**config.mk**
```make
export PLATFORM = sky130hd
export DESIGN_NAME = stream_write_flat
export DESIGN_NICKNAME = d
export VERILOG_FILES = /design/src/rtl/stream_write_if.sv /design/src/rtl/stream_write.sv /design/src/flat_wrapper.sv
export SDC_FILE = /design/constraint.sdc
export NUM_CORES = 1
export LEC_CHECK = 0
export ABC_AREA = 1
export CORE_ASPECT_RATIO = 1.1
export CORE_UTILIZATION = 50
export CTS_CLUSTER_DIAMETER = 200
export DETAILED_ROUTE_END_ITERATION = 8
export GPL_TIMING_DRIVEN = 0
export PLACE_DENSITY_LB_ADDON = 0.3
export SETUP_SLACK_MARGIN = 0.02
export SKIP_LAST_GASP = 1
export SLEW_MARGIN = 20
export SYNTH_ARGS = -nofsm -noshare
export SYNTH_HDL_FRONTEND = slang
export SYNTH_SLANG_ARGS = --single-unit
export TNS_END_PERCENT = 50
```
**constraint.sdc**
```tcl
create_clock -name clk -period 2.4 [get_ports clk]
set_input_delay 0.48 -clock clk [delete_from_list [all_inputs] [get_ports clk]]
set_output_delay 0.48 -clock clk [all_outputs]
set_load 0.05 [all_outputs]
```
**src/rtl/stream_write_if.sv**
```systemverilog
`default_nettype none
// ============================================================================
// Module      : stream_write_if
// Description : Byte-stream handshake bundle (tdata/tlast/tvalid/tready).
//               The master drives data and valid; the slave drives ready.
// Revision    : 1.0 - initial release
// ============================================================================
interface stream_write_if #(
    parameter int DW = 8
);
    logic [DW-1:0] tdata;
    logic          tlast;
    logic          tvalid;
    logic          tready;

    modport master (
        output tdata,
        output tlast,
        output tvalid,
        input  tready
    );

    modport slave (
        input  tdata,
        input  tlast,
        input  tvalid,
        output tready
    );
endinterface
`default_nettype wire

```
**src/rtl/stream_write.sv**
```systemverilog
`default_nettype none
// ============================================================================
// Module      : stream_write
// Description : Stream source. Local pushes fill a DEPTH-entry FIFO; the head
//               is moved into a single output register that drives the
//               tdata/tlast/tvalid stream under downstream tready.
// Revision    : 1.0 - initial release
// ============================================================================
module stream_write #(
    parameter int DW    = 8,
    parameter int DEPTH = 16,
    parameter int AW    = 4
) (
    input  wire logic          clk,
    input  wire logic          rst_n,
    input  wire logic          op_en,
    input  wire logic [DW-1:0] Din,
    input  wire logic          din_last,
    input  wire logic          wr_en,
    output logic               full,
    output logic               empty,
    output logic [AW:0]        count,
    output logic               overflow,
    stream_write_if.master     strm
);

    localparam logic [AW:0] c_FULL_COUNT = (AW+1)'(DEPTH);
    localparam logic [AW:0] c_ONE        = (AW+1)'(1);

    // FIFO storage: {last, data}; contents are not reset on purpose
    logic [DW:0]   r_mem [DEPTH];
    logic [AW-1:0] r_wr_ptr;
    logic [AW-1:0] r_rd_ptr;
    logic [AW:0]   r_count;
    logic          r_full;
    logic          r_empty;
    logic          r_overflow;

    // Output register
    logic [DW-1:0] r_tdata;
    logic          r_tlast;
    logic          r_tvalid;

    logic          w_push;
    logic          w_load;
    logic          w_tvalid_nxt;
    logic [AW:0]   w_count_nxt;

    // Handshake decisions: the registered full refuses a push even when a
    // load frees a slot in the same edge; loads only fill a free or draining OR
    always_comb begin
        w_push = wr_en && !r_full;
        w_load = (r_count != '0) && op_en && (!r_tvalid || strm.tready);
    end

    // Next occupancy and next output-valid, used to register full/empty
    always_comb begin
        w_count_nxt = r_count;
        case ({w_push, w_load})
            2'b10:   w_count_nxt = r_count + c_ONE;
            2'b01:   w_count_nxt = r_count - c_ONE;
            default: w_count_nxt = r_count;
        endcase
        w_tvalid_nxt = r_tvalid;
        if (w_load) begin
            w_tvalid_nxt = 1'b1;
        end else if (r_tvalid && strm.tready) begin
            w_tvalid_nxt = 1'b0;
        end
    end

    // FIFO write port
    always_ff @(posedge clk) begin
        if (w_push) begin
            r_mem[r_wr_ptr] <= {din_last, Din};
        end
    end

    // Pointers and status flags, all updated in the same edge
    always_ff @(posedge clk or negedge rst_n) begin
        if (!rst_n) begin
            r_wr_ptr   <= '0;
            r_rd_ptr   <= '0;
            r_count    <= '0;
            r_full     <= 1'b0;
            r_empty    <= 1'b1;
            r_overflow <= 1'b0;
        end else begin
            if (w_push) begin
                r_wr_ptr <= r_wr_ptr + 1'b1;
            end
            if (w_load) begin
                r_rd_ptr <= r_rd_ptr + 1'b1;
            end
            if (wr_en && r_full) begin
                r_overflow <= 1'b1;
            end
            r_count <= w_count_nxt;
            r_full  <= (w_count_nxt == c_FULL_COUNT);
            r_empty <= (w_count_nxt == '0) && !w_tvalid_nxt;
        end
    end

    // Output register: load the FIFO head, or release on acceptance;
    // data and last are held while the beat waits for tready
    always_ff @(posedge clk or negedge rst_n) begin
        if (!rst_n) begin
            r_tvalid <= 1'b0;
            r_tdata  <= '0;
            r_tlast  <= 1'b0;
        end else begin
            r_tvalid <= w_tvalid_nxt;
            if (w_load) begin
                {r_tlast, r_tdata} <= r_mem[r_rd_ptr];
            end
        end
    end

    assign full        = r_full;
    assign empty       = r_empty;
    assign count       = r_count;
    assign overflow    = r_overflow;
    assign strm.tdata  = r_tdata;
    assign strm.tlast  = r_tlast;
    assign strm.tvalid = r_tvalid;

endmodule
`default_nettype wire

```
**src/flat_wrapper.sv**
```systemverilog
// flat-port wrapper written by rule: the top's interface ports become plain ports
module stream_write_flat 
#(
    parameter int DW    = 8,
    parameter int DEPTH = 16,
    parameter int AW    = 4
)
  (clk, rst_n, op_en, Din, din_last, wr_en, full, empty, count, overflow, strm_tdata, strm_tlast, strm_tvalid, strm_tready);
  stream_write_if #(.DW(DW)) strm_i ();
  input  wire logic clk;
  input  wire logic rst_n;
  input  wire logic op_en;
  input  wire logic [DW-1:0] Din;
  input  wire logic din_last;
  input  wire logic wr_en;
  output logic full;
  output logic empty;
  output logic [AW:0] count;
  output logic overflow;
  output wire logic [$bits(strm_i.tdata)-1:0] strm_tdata;
  output wire logic [$bits(strm_i.tlast)-1:0] strm_tlast;
  output wire logic [$bits(strm_i.tvalid)-1:0] strm_tvalid;
  input wire logic [$bits(strm_i.tready)-1:0] strm_tready;
  assign strm_tdata = strm_i.tdata;
  assign strm_tlast = strm_i.tlast;
  assign strm_tvalid = strm_i.tvalid;
  assign strm_i.tready = strm_tready;
  stream_write #(.DW(DW), .DEPTH(DEPTH), .AW(AW)) u_core (.clk(clk), .rst_n(rst_n), .op_en(op_en), .Din(Din), .din_last(din_last), .wr_en(wr_en), .full(full), .empty(empty), .count(count), .overflow(overflow), .strm(strm_i));
endmodule
```
==> key figures, run 1 <==
Floorplanning
  – Core footprint: 0.0134 mm²
  – IO Pins: 32
  – Num rows: 44
  – Die area: 0.0144 mm²
  – Die Wd: 114 µm
  – Initial core utilization: 0.519
  – Die height: 126 µm

Drt
  – Initial DRC Count: 397
  – Routed Wire Length: 17,000 µm
  – Drc violations: 0
  – Vias after detailed routing: 4,706
  – Drt pass-1 iters: 5
  – Antenna Nets Post-Route: 0
  – Via density: 5.97
  – Routed wire per std cell: 21.6 µm

Final layout
  – Nets: 613
  – Area grow syn2layout: 17.2%
  – Storage cell area: 0.00498 mm²
  – Layout Utilization: 0.608
  – Ant. Diodes: 0
  – Fraction of layout cells with a size suffix above 1: 0.142
  – Area occupied by multi-input gates: 0.00175 mm²
  – Filler cell count: 1,061

Global route
  – Vias in the first global route: 4,670
  – Total Routing Usage GR: 0.255
  – Largest net degree at the start of global routing: 27
  – Initial antenna violation count: 0
  – GR Overflow Total: 0
  – First-pass GRT wire length: 26,100 µm

Critical path
  – Crit path largest cell delay: 0.44 ns
  – Crit Path Class: reg -> reg
  – WP data required: 2.76 ns
  – Crit path cell chain: nor2_2 -> nand3_2 -> nand2_2 -> inv_4 -> buf_8 -> ha_1 -> buf_4 -> o21ai_1 -> inv_1 -> or2_1 -> nor2_4 -> nand3_2 -> nor2_2
  – Startpoint Class: flop
  – CP arrival: 2.59 ns
  – CP Max Fanout: 7
  – Critical path endpoint category: flop
  – Critical-path top delay cell: dfrtp_2

Pwr
  – Switching part of the total: 0.391
  – Sw Pwr: 4.19 mW
  – Maximum VDD drop: 0.554 mV
  – Int Pwr: 6.52 mW
  – Sequential Power Share: 0.368
  – Clock group share of total power: 0.256
  – Combinational power share: 0.376
  – Power Dens Cells: 1310 mW/mm²
  – Power Total: 10.7 mW
  – Leakage: 2.78 nW

Placed design
  – Place WS: -0.749 ns
  – Gp weighted congestion: 0.853
  – IO buf count: 31
  – DP HPWL: 10,800 µm

Yosys
  – Syn_area_per_cell: 13.0 µm²
  – Cells after Synth: 536
  – Synth cell types: 36
  – Number of synthesized register bits: 170
  – Post-Syn Nets: 557
  – Yosys Warn Count: 0
  – Dominant cell type by area after synthesis: edfxtp_1
  – Synthesized area: 0.00694 mm²
  – Ys async rst share: 0.153
  – Number of flops mapped to enable cells by yosys: 144
  – Post-synth top area share: 0.623
  – Seq/Total Area, Yosys: 0.717
  – Dominant synthesized flop cell: edfxtp_1
  – Top cells by area, synth: edfxtp_1 (62%), dfrtp_1 (9.0%), nor2_1 (5.3%), o21ai_0 (4.5%), o221ai_1 (2.9%)

Timing
  – Final Slew Violations: 0
  – RSZ-0062 raised after global routing: no
  – Fin crit share: 0.927
  – Final worst path period need: 2.23 ns
  – Worst slew margin: 0.324
  – Final WS setup: 0.175 ns
  – Achievable frequency: 449 MHz
  – Worst-margin pin slew: 1.01 ns
  – Final setup violating endpoints: 0
  – Final hold slack: 0.0676 ns
  – Fin. Hold Viols: 0
  – Final Skew: 0.0113 ns

Clock tree
  – Clock tree from TritonCTS: yes
  – CTS clk-pin slew, worst paths: 0.06 ns
  – Htree depth: 4
  – Clk sinks: 170
  – Worst-Skew Late Latency: 0.44 ns
  – CTS Buffer Depth: 2
  – CTS root buf: clkbuf_16
  – Num CTS Buffers: 17

Job
  – Max-Cap Viols: 0

Status
  – Status: completed

Min path
  – Hold Crit Class: in -> async
-- registers in the layout, summed over array words and instances (netlist names) --
name                count
u_core.r_mem          144
u_core.strm.tdata       8
u_core.count            5
u_core.r_rd_ptr         4
u_core.r_wr_ptr         4
u_core.empty            1
u_core.full             1
u_core.overflow         1
u_core.strm.tlast       1
u_core.strm.tvalid      1
-- logic make-up after synthesis --
kind of cell	after synthesis	share of synthesized area
fa+ha+maj	7	0.0126
xor+xnor	8	0.0101
compound gates	139	0.124
buf+inv	52	0.0319
flops	170	0.717
simple gates	160	0.105
-- critical path, delay by kind of cell, from the launching register on --
family	cells	cell delay (ns)
flip-flops	1	0.44
adder cells (fa/ha/maj)	1	0.26
AO/OA/AOI/OAI	1	0.13
AND/OR/NAND/NOR	7	0.95
buffers and inverters	4	0.38
-- per-stage QoR --
stage / area, µm² / cells / setup TNS, ns
finish: 8140 / 788 / 0
global route: 8140 / 788 / 0
CTS: 8100 / 784 / 0
detailed placement: 7490 / 751 / -19.85
global placement: 7490 / 751 / -13.29
floorplan: 6950 / 536 / 0
-- power by group through the flow --
| stage | clock (mW) | combinational [mW] | sequential [mW] |
|---|---|---|---|
| after floorplan | 0 | 2.12 | 4.40 |
| after global placement | 0 | 3.80 | 3.97 |
| after detailed placement | 0 | 3.91 | 3.98 |
| after CTS | 2.75 | 3.97 | 3.93 |
| after global routing | 2.87 | 4.34 | 3.98 |
| final | 2.74 | 4.03 | 3.94 |
-- per-layer routing --
| metal | share of wire | track usage | up-vias |
|---|---|---|---|
| met4 | 0.041 | 0.135 | 0 |
| met1 | 0.39 | 0.327 | 2309 |
| li1 | - | - | 2097 |
| met2 | 0.50 | 0.406 | 254 |
| met5 | 0 | 0 | - |
| met3 | 0.071 | 0.0543 | 46 |
-- cells in the mapped netlist (2+ instances only) --
cell type,number
o21ai_1,15
xor2_1,7
nand4_1,5
nand2_1,28
inv_1,15
o221ai_1,23
ha_1,7
nand3_1,10
o22ai_1,13
nand3_2,5
a21oi_1,2
buf_1,4
dfrtp_1,25
nor2_2,3
o211ai_1,13
inv_2,5
clkbuf_2,2
buf_2,12
nand2_2,6
o21ai_0,62
nor2_1,98
a31oi_1,9
edfxtp_1,144
clkbuf_1,11
-- layout make-up --
| cell class | count | share of cell area |
|---|---|---|
| well taps | 184 | 0.0283 |
| multi-input cells | 314 | 0.215 |
| clock inverters | 10 | 0.0177 |
| flip-flops and latches | 170 | 0.612 |
| repair buffers | 37 | 0.0435 |
| clock buffers | 21 | 0.0541 |
| plain buffers | 30 | 0.0177 |
| inverters | 22 | 0.0111 |
-- worst paths after layout --
kind                                             start                           to  slack [ns]  depth (start not counted)
max                          u_core.count[2]$_DFF_PN0_        u_core.full$_DFF_PN0_        0.17                         13
min                                              rst_n  u_core.overflow$_DFFE_PN0P_        0.07                          1
max reg2reg                  u_core.count[2]$_DFF_PN0_        u_core.full$_DFF_PN0_        0.17                         13
min reg2reg                u_core.overflow$_DFFE_PN0P_  u_core.overflow$_DFFE_PN0P_        0.45                          1
max in group asynchronous                        rst_n    u_core.count[0]$_DFF_PN0_        1.88                          1
min in group clk           u_core.overflow$_DFFE_PN0P_  u_core.overflow$_DFFE_PN0P_        0.45                          1
-- layout by cell type, fill, tap and decap left out, drive strengths merged --
cell type / count
bufinv: 3
inv: 23
a21boi: 1
o221ai: 23
nand2: 35
nand3: 16
clkbuf: 34
a21oi: 2
dfrtp: 25
o21ai: 77
o22ai: 13
a31oi: 9
or2: 1
nor2: 103
dfstp: 1
o211ai: 13
buf: 24
ha: 7
clkdlybuf4s50: 30
edfxtp: 144
a21o: 1
nand4: 5
xnor2: 1
clkinvlp: 3
xor2: 7
clkinv: 3
-- what timing repair did --
item / CTS / global route
hold buffers: 0 / 0
setup endpoints to repair: 2 / 2
gates resized for setup: 5 / 5
pin swaps: 1 / 2
setup buffers: 2 / 4
endpoints found under the hold margin: 0 / 0
Note: power is estimated with default switching activity, not from simulation.
==> run 2, diff against run 1 <==
SLEW_MARGIN = 10   (was 20)
clock period = 2.67 ns   (was 2.4 ns; I/O delays follow)
==> key figures, run 2 (synthesis results as in run 1) <==
Status
  – Status: completed

Final layout
  – Ant. Diodes: 0
  – Filler cell count: 1,045
  – Most frequent cells in the layout: edfxtp_1 (144), nor2_1 (98), o21ai_0 (62)
  – Area grow syn2layout: 16.3%
  – Number of flip-flops under the largest register name: 144
  – Nets: 608
  – Area occupied by multi-input gates: 0.00174 mm²
  – Largest reg by FF count: u_core.r_mem
  – Storage cell area: 0.00498 mm²
  – Commonest non-fill, non-tap cell in the layout: edfxtp_1
  – Fraction of layout cells with a size suffix above 1: 0.127

Critical path
  – CP Max Fanout: 10
  – Worst R2R Start: u_core.count[0]$_DFF_PN0_
  – Reg2reg setup slack: 0.18 ns
  – Setup crit start: strm_tready
  – Reg2reg path depth: 13
  – Crit path largest cell delay: 0.47 ns
  – CP arrival: 2.86 ns
  – WP data required: 3.03 ns
  – Startpoint Class: primary input
  – Critical-path top delay cell: clkdlybuf4s50_1
  – Crit Path Class: in -> reg
  – Critical path depth: 14
  – CP Capture Point: u_core.full$_DFF_PN0_
  – Reg2reg end: u_core.full$_DFF_PN0_
  – Critical path endpoint category: flop
  – Crit path max-delay family: buffers and inverters
  – Buffers & Inverters on Critical Path: 6
  – Crit path cell chain: clkdlybuf4s50_1 -> inv_2 -> a21boi_4 -> nand2_1 -> inv_2 -> buf_4 -> ha_1 -> buf_4 -> o21ai_0 -> inv_1 -> or2_0 -> nor2_4 -> nand3_2 -> nor2_2

Clock tree
  – Htree depth: 4
  – CTS root buf: clkbuf_16
  – Clk sinks: 170
  – Num CTS Buffers: 17
  – CTS Buffer Depth: 2
  – Worst-Skew Late Latency: 0.43 ns
  – Post-cts hold buffer count: 0
  – Clock tree from TritonCTS: yes
  – CTS clk-pin slew, worst paths: 0.06 ns

Min path
  – Hold Crit Class: in -> async

Drt
  – WL met3: 1210 µm
  – Routed wire per std cell: 20.6 µm
  – Antenna Nets Post-Route: 0
  – Initial DRC Count: 450
  – Top Layer Used: met4
  – DRT met1 WL: 6520 µm
  – Vias after detailed routing: 4,506
  – Routed Wire Length: 16,100 µm
  – Drt pass-1 iters: 7
  – Metal2 WL: 7680 µm
  – Via density: 5.75
  – Drc violations: 0

Floorplanning
  – Die height: 126 µm
  – Num rows: 44
  – Die Wd: 114 µm
  – IO Pins: 32
  – Initial core utilization: 0.519
  – Core footprint: 0.0134 mm²
  – Die area: 0.0144 mm²

Timing
  – RSZ-0062 raised after global routing: no
  – Final worst path period need: 2.50 ns
  – Final Slew Violations: 0
  – Achievable frequency: 400 MHz
  – Fin. Hold Viols: 0
  – Setup TNS: 0 ns
  – Fin crit share: 0.935
  – Worst-margin pin slew: 1.07 ns
  – Final Skew: 0.00580 ns
  – Worst slew margin: 0.285
  – Final setup violating endpoints: 0

Placed design
  – DP HPWL: 10,700 µm
  – IO buf count: 31
  – Gp weighted congestion: 0.899

Global route
  – GR Overflow Total: 0
  – Largest net degree at the start of global routing: 27
  – Vias in the first global route: 4,514
  – First-pass GRT wire length: 25,400 µm
  – Total Routing Usage GR: 0.248
  – Initial antenna violation count: 0

Pwr
  – Leakage: 2.77 nW
  – Maximum VDD drop: 0.714 mV
  – Power Dens Cells: 1170 mW/mm²
  – Power Total: 9.46 mW

Job
  – Max-Cap Viols: 0
run 2: through the flow:
stage	hold WS, ns	instances	setup WS (ns)	cell area (µm²)	util
after CTS	0.473	783	0.0717	8070	0.603
after detailed placement	0.455	751	-0.505	7480	0.559
after floorplan	0.238	536	0.151	6940	-
after global placement	0.441	751	-0.504	7480	0.559
after global routing	0.159	784	0.0422	8080	0.604
final	0.110	784	0.173	8080	0.604
run 2: report_power, final:
part	switching (mW)	total, mW	internal (mW)
Clock	1.00	2.41	1.41
Sequential	0.216	3.52	3.30
Combinational	2.49	3.53	1.04
Total	3.71	9.46	5.75
run 2: worst min-delay path by stage:
| stage | to | start | cells after the start | slack (ns) |
|---|---|---|---|---|
| after CTS | u_core.overflow$_DFFE_PN0P_ | u_core.overflow$_DFFE_PN0P_ | 1 | 0.47 |
| final | u_core.full$_DFF_PN0_ | rst_n | 1 | 0.11 |
| after global placement | u_core.overflow$_DFFE_PN0P_ | u_core.overflow$_DFFE_PN0P_ | 1 | 0.44 |
| after floorplan | u_core.count[0]$_DFF_PN0_ | rst_n | 0 | 0.24 |
| after detailed placement | u_core.overflow$_DFFE_PN0P_ | u_core.overflow$_DFFE_PN0P_ | 1 | 0.45 |
| after global routing | u_core.full$_DFF_PN0_ | rst_n | 1 | 0.16 |
run 2: cell type report:
type                       instances  area share
timing repair buffer              32      0.0387
buffer                            30      0.0169
sequential                       170       0.616
clock inverter                    13      0.0180
tap                              184      0.0285
multi-input combinational        314       0.216
inverter                          22      0.0108
clock buffer                      19      0.0548
run 2: metal layers:
metal  up-vias  track usage
met1      2163        0.317
met4         0        0.134
met3        40       0.0557
li1       2080            -
met2       223        0.395
met5         -            0
run 2: timing repair:
| item | in CTS | in global routing |
|---|---|---|
| pin swaps | 0 | 1 |
| hold endpoints to repair | 0 | 0 |
| buffers inserted | 0 | 1 |
| gates resized for setup | 2 | 0 |
| setup endpoints to repair | 2 | 2 |
==> run 3, diff against run 2 <==
CORE_UTILIZATION = 45   (was 50)
TNS_END_PERCENT = 100   (was 50)
==> key figures, run 3 (synthesis results as in run 1) <==
Critical path
  – CP arrival: 2.84 ns
  – Crit Path Class: in -> reg
  – Reg2reg path depth: 13
  – Critical path endpoint category: flop
  – Startpoint Class: primary input
  – Critical path depth: 14
  – Buffers & Inverters on Critical Path: 6
  – Crit path largest cell delay: 0.47 ns
  – WP data required: 3.02 ns
  – Crit path cell chain: clkdlybuf4s50_1 -> inv_2 -> a21boi_4 -> nand2_1 -> inv_2 -> buf_6 -> ha_1 -> buf_4 -> o21ai_0 -> inv_1 -> or2_0 -> nor2_4 -> nand3_2 -> nor2_1
  – CP Max Fanout: 10
  – Critical-path top delay cell: clkdlybuf4s50_1
  – Crit path max-delay family: buffers and inverters
  – Most frequent CP cell: inv_2

Clock tree
  – Htree depth: 4
  – Clock tree from TritonCTS: yes
  – CTS Buffer Depth: 2
  – Worst-Skew Late Latency: 0.43 ns
  – Post-cts hold buffer count: 0
  – Clk sinks: 170
  – Num CTS Buffers: 17
  – CTS root buf: clkbuf_16
  – CTS clk-pin slew, worst paths: 0.06 ns

Placed design
  – DP HPWL: 11,100 µm
  – IO buf count: 31
  – Gp weighted congestion: 0.945
  – Placed cell areas: 0.00750 mm²
  – Dpl cells: 763

Final layout
  – Post-route insts no fill: 796
  – Filler cell count: 1,283
  – Most frequent cells in the layout: edfxtp_1 (144), nor2_1 (98), o21ai_0 (62)
  – Fraction of layout cells with a size suffix above 1: 0.125
  – Layout Utilization: 0.534
  – Area grow syn2layout: 15.8%
  – Number of flip-flops under the largest register name: 144
  – Commonest non-fill, non-tap cell in the layout: edfxtp_1
  – Cell area after layout: 0.00804 mm²
  – Largest reg by FF count: u_core.r_mem
  – Nets: 608
  – Ant. Diodes: 0

Drt
  – Antenna Nets Post-Route: 0
  – Drt pass-1 iters: 7
  – Routed wire per std cell: 20.9 µm
  – Via density: 5.73
  – Drc violations: 0
  – Routed Wire Length: 16,600 µm
  – Vias after detailed routing: 4,561
  – Initial DRC Count: 418

Global route
  – First-pass GRT wire length: 25,400 µm
  – Vias in the first global route: 4,465
  – Largest net degree at the start of global routing: 27
  – GR Overflow Total: 0
  – Initial antenna violation count: 0
  – Total Routing Usage GR: 0.220

Timing
  – Final worst path period need: 2.50 ns
  – Final hold slack: 0.124 ns
  – Final setup violating endpoints: 0
  – Worst slew margin: 0.359
  – Final Skew: 0.0159 ns
  – RSZ-0062 raised after global routing: no
  – Achievable frequency: 401 MHz
  – Final Slew Violations: 0
  – Worst-margin pin slew: 0.958 ns
  – Fin crit share: 0.935
  – Fin. Hold Viols: 0

Pwr
  – Leakage: 2.74 nW
  – Power Total: 9.31 mW
  – Sw Pwr: 3.77 mW
  – Maximum VDD drop: 0.547 mV
  – Int Pwr: 5.55 mW
  – Clock group share of total power: 0.237
  – Power Dens Cells: 1160 mW/mm²
  – Switching part of the total: 0.404
  – Combinational power share: 0.384
  – Sequential Power Share: 0.379

Floorplanning
  – Die Wd: 120 µm
  – Initial core utilization: 0.461
  – Die area: 0.0159 mm²
  – Core footprint: 0.0151 mm²
  – IO Pins: 32
  – Die height: 132 µm
  – Num rows: 47

Min path
  – Hold Crit Class: in -> async

Job
  – Max-Cap Viols: 0

Status
  – Status: completed
-- run 3: repair_timing --
item	CTS	global route
setup endpoints to repair	2	2
buffers inserted	0	1
pin swaps	0	1
gates resized for setup	2	3
-- run 3: final timing paths --
kind                                                   from                               end  slack (ns)
worst max-delay path                            strm_tready            u_core.empty$_DFF_PN1_        0.17
worst min-delay path                                  rst_n  u_core.strm.tdata[1]$_DFFE_PN0P_        0.12
worst max register to register    u_core.count[0]$_DFF_PN0_            u_core.empty$_DFF_PN1_        0.20
worst min register to register  u_core.overflow$_DFFE_PN0P_       u_core.overflow$_DFFE_PN0P_        0.46
max in group asynchronous                             rst_n         u_core.count[0]$_DFF_PN0_        2.10
min in group clk                u_core.overflow$_DFFE_PN0P_       u_core.overflow$_DFFE_PN0P_        0.46
-- run 3: area by class of cell --
cell class / count / area (µm²) / area share
Multi-Input combinational cell: 314 / 1750 / 0.218
Timing Repair Buffer: 32 / 313 / 0.0389
Clock buffer: 19 / 433 / 0.0538
Buffer: 30 / 140 / 0.0174
Tap cell: 196 / 245 / 0.0305
Inverter: 22 / 87.6 / 0.0109
Sequential cell: 170 / 4980 / 0.619
Clock inverter: 13 / 93.8 / 0.0117
-- run 3: metrics by stage --
stage	setup slack [ns]	setup TNS (ns)
final	0.174	0
after global routing	0.0545	0
after CTS	0.0428	0
after detailed placement	-0.534	-1.21
after global placement	-0.524	-1.16
after floorplan	0.151	0
-- run 3: routing by layer --
layer	GRT usage	vias to the layer above	wire length [µm]
li1	-	2080	-
met5	0	-	0
met4	0.116	0	624
met1	0.289	2235	6930
met2	0.344	208	7930
met3	0.0471	38	1130
-- run 3: power groups by stage --
| stage | Combinational (mW) | Clock [mW] | Sequential, mW |
|---|---|---|---|
| 2_1_floorplan | 1.90 | 0 | 3.94 |
| 3_3_place_gp | 3.46 | 0 | 3.56 |
| 3_5_place_dp | 3.51 | 0 | 3.58 |
| 4_1_cts | 3.53 | 2.23 | 3.53 |
| 5_1_grt | 3.84 | 2.32 | 3.57 |
| 6_report | 3.58 | 2.21 | 3.53 |
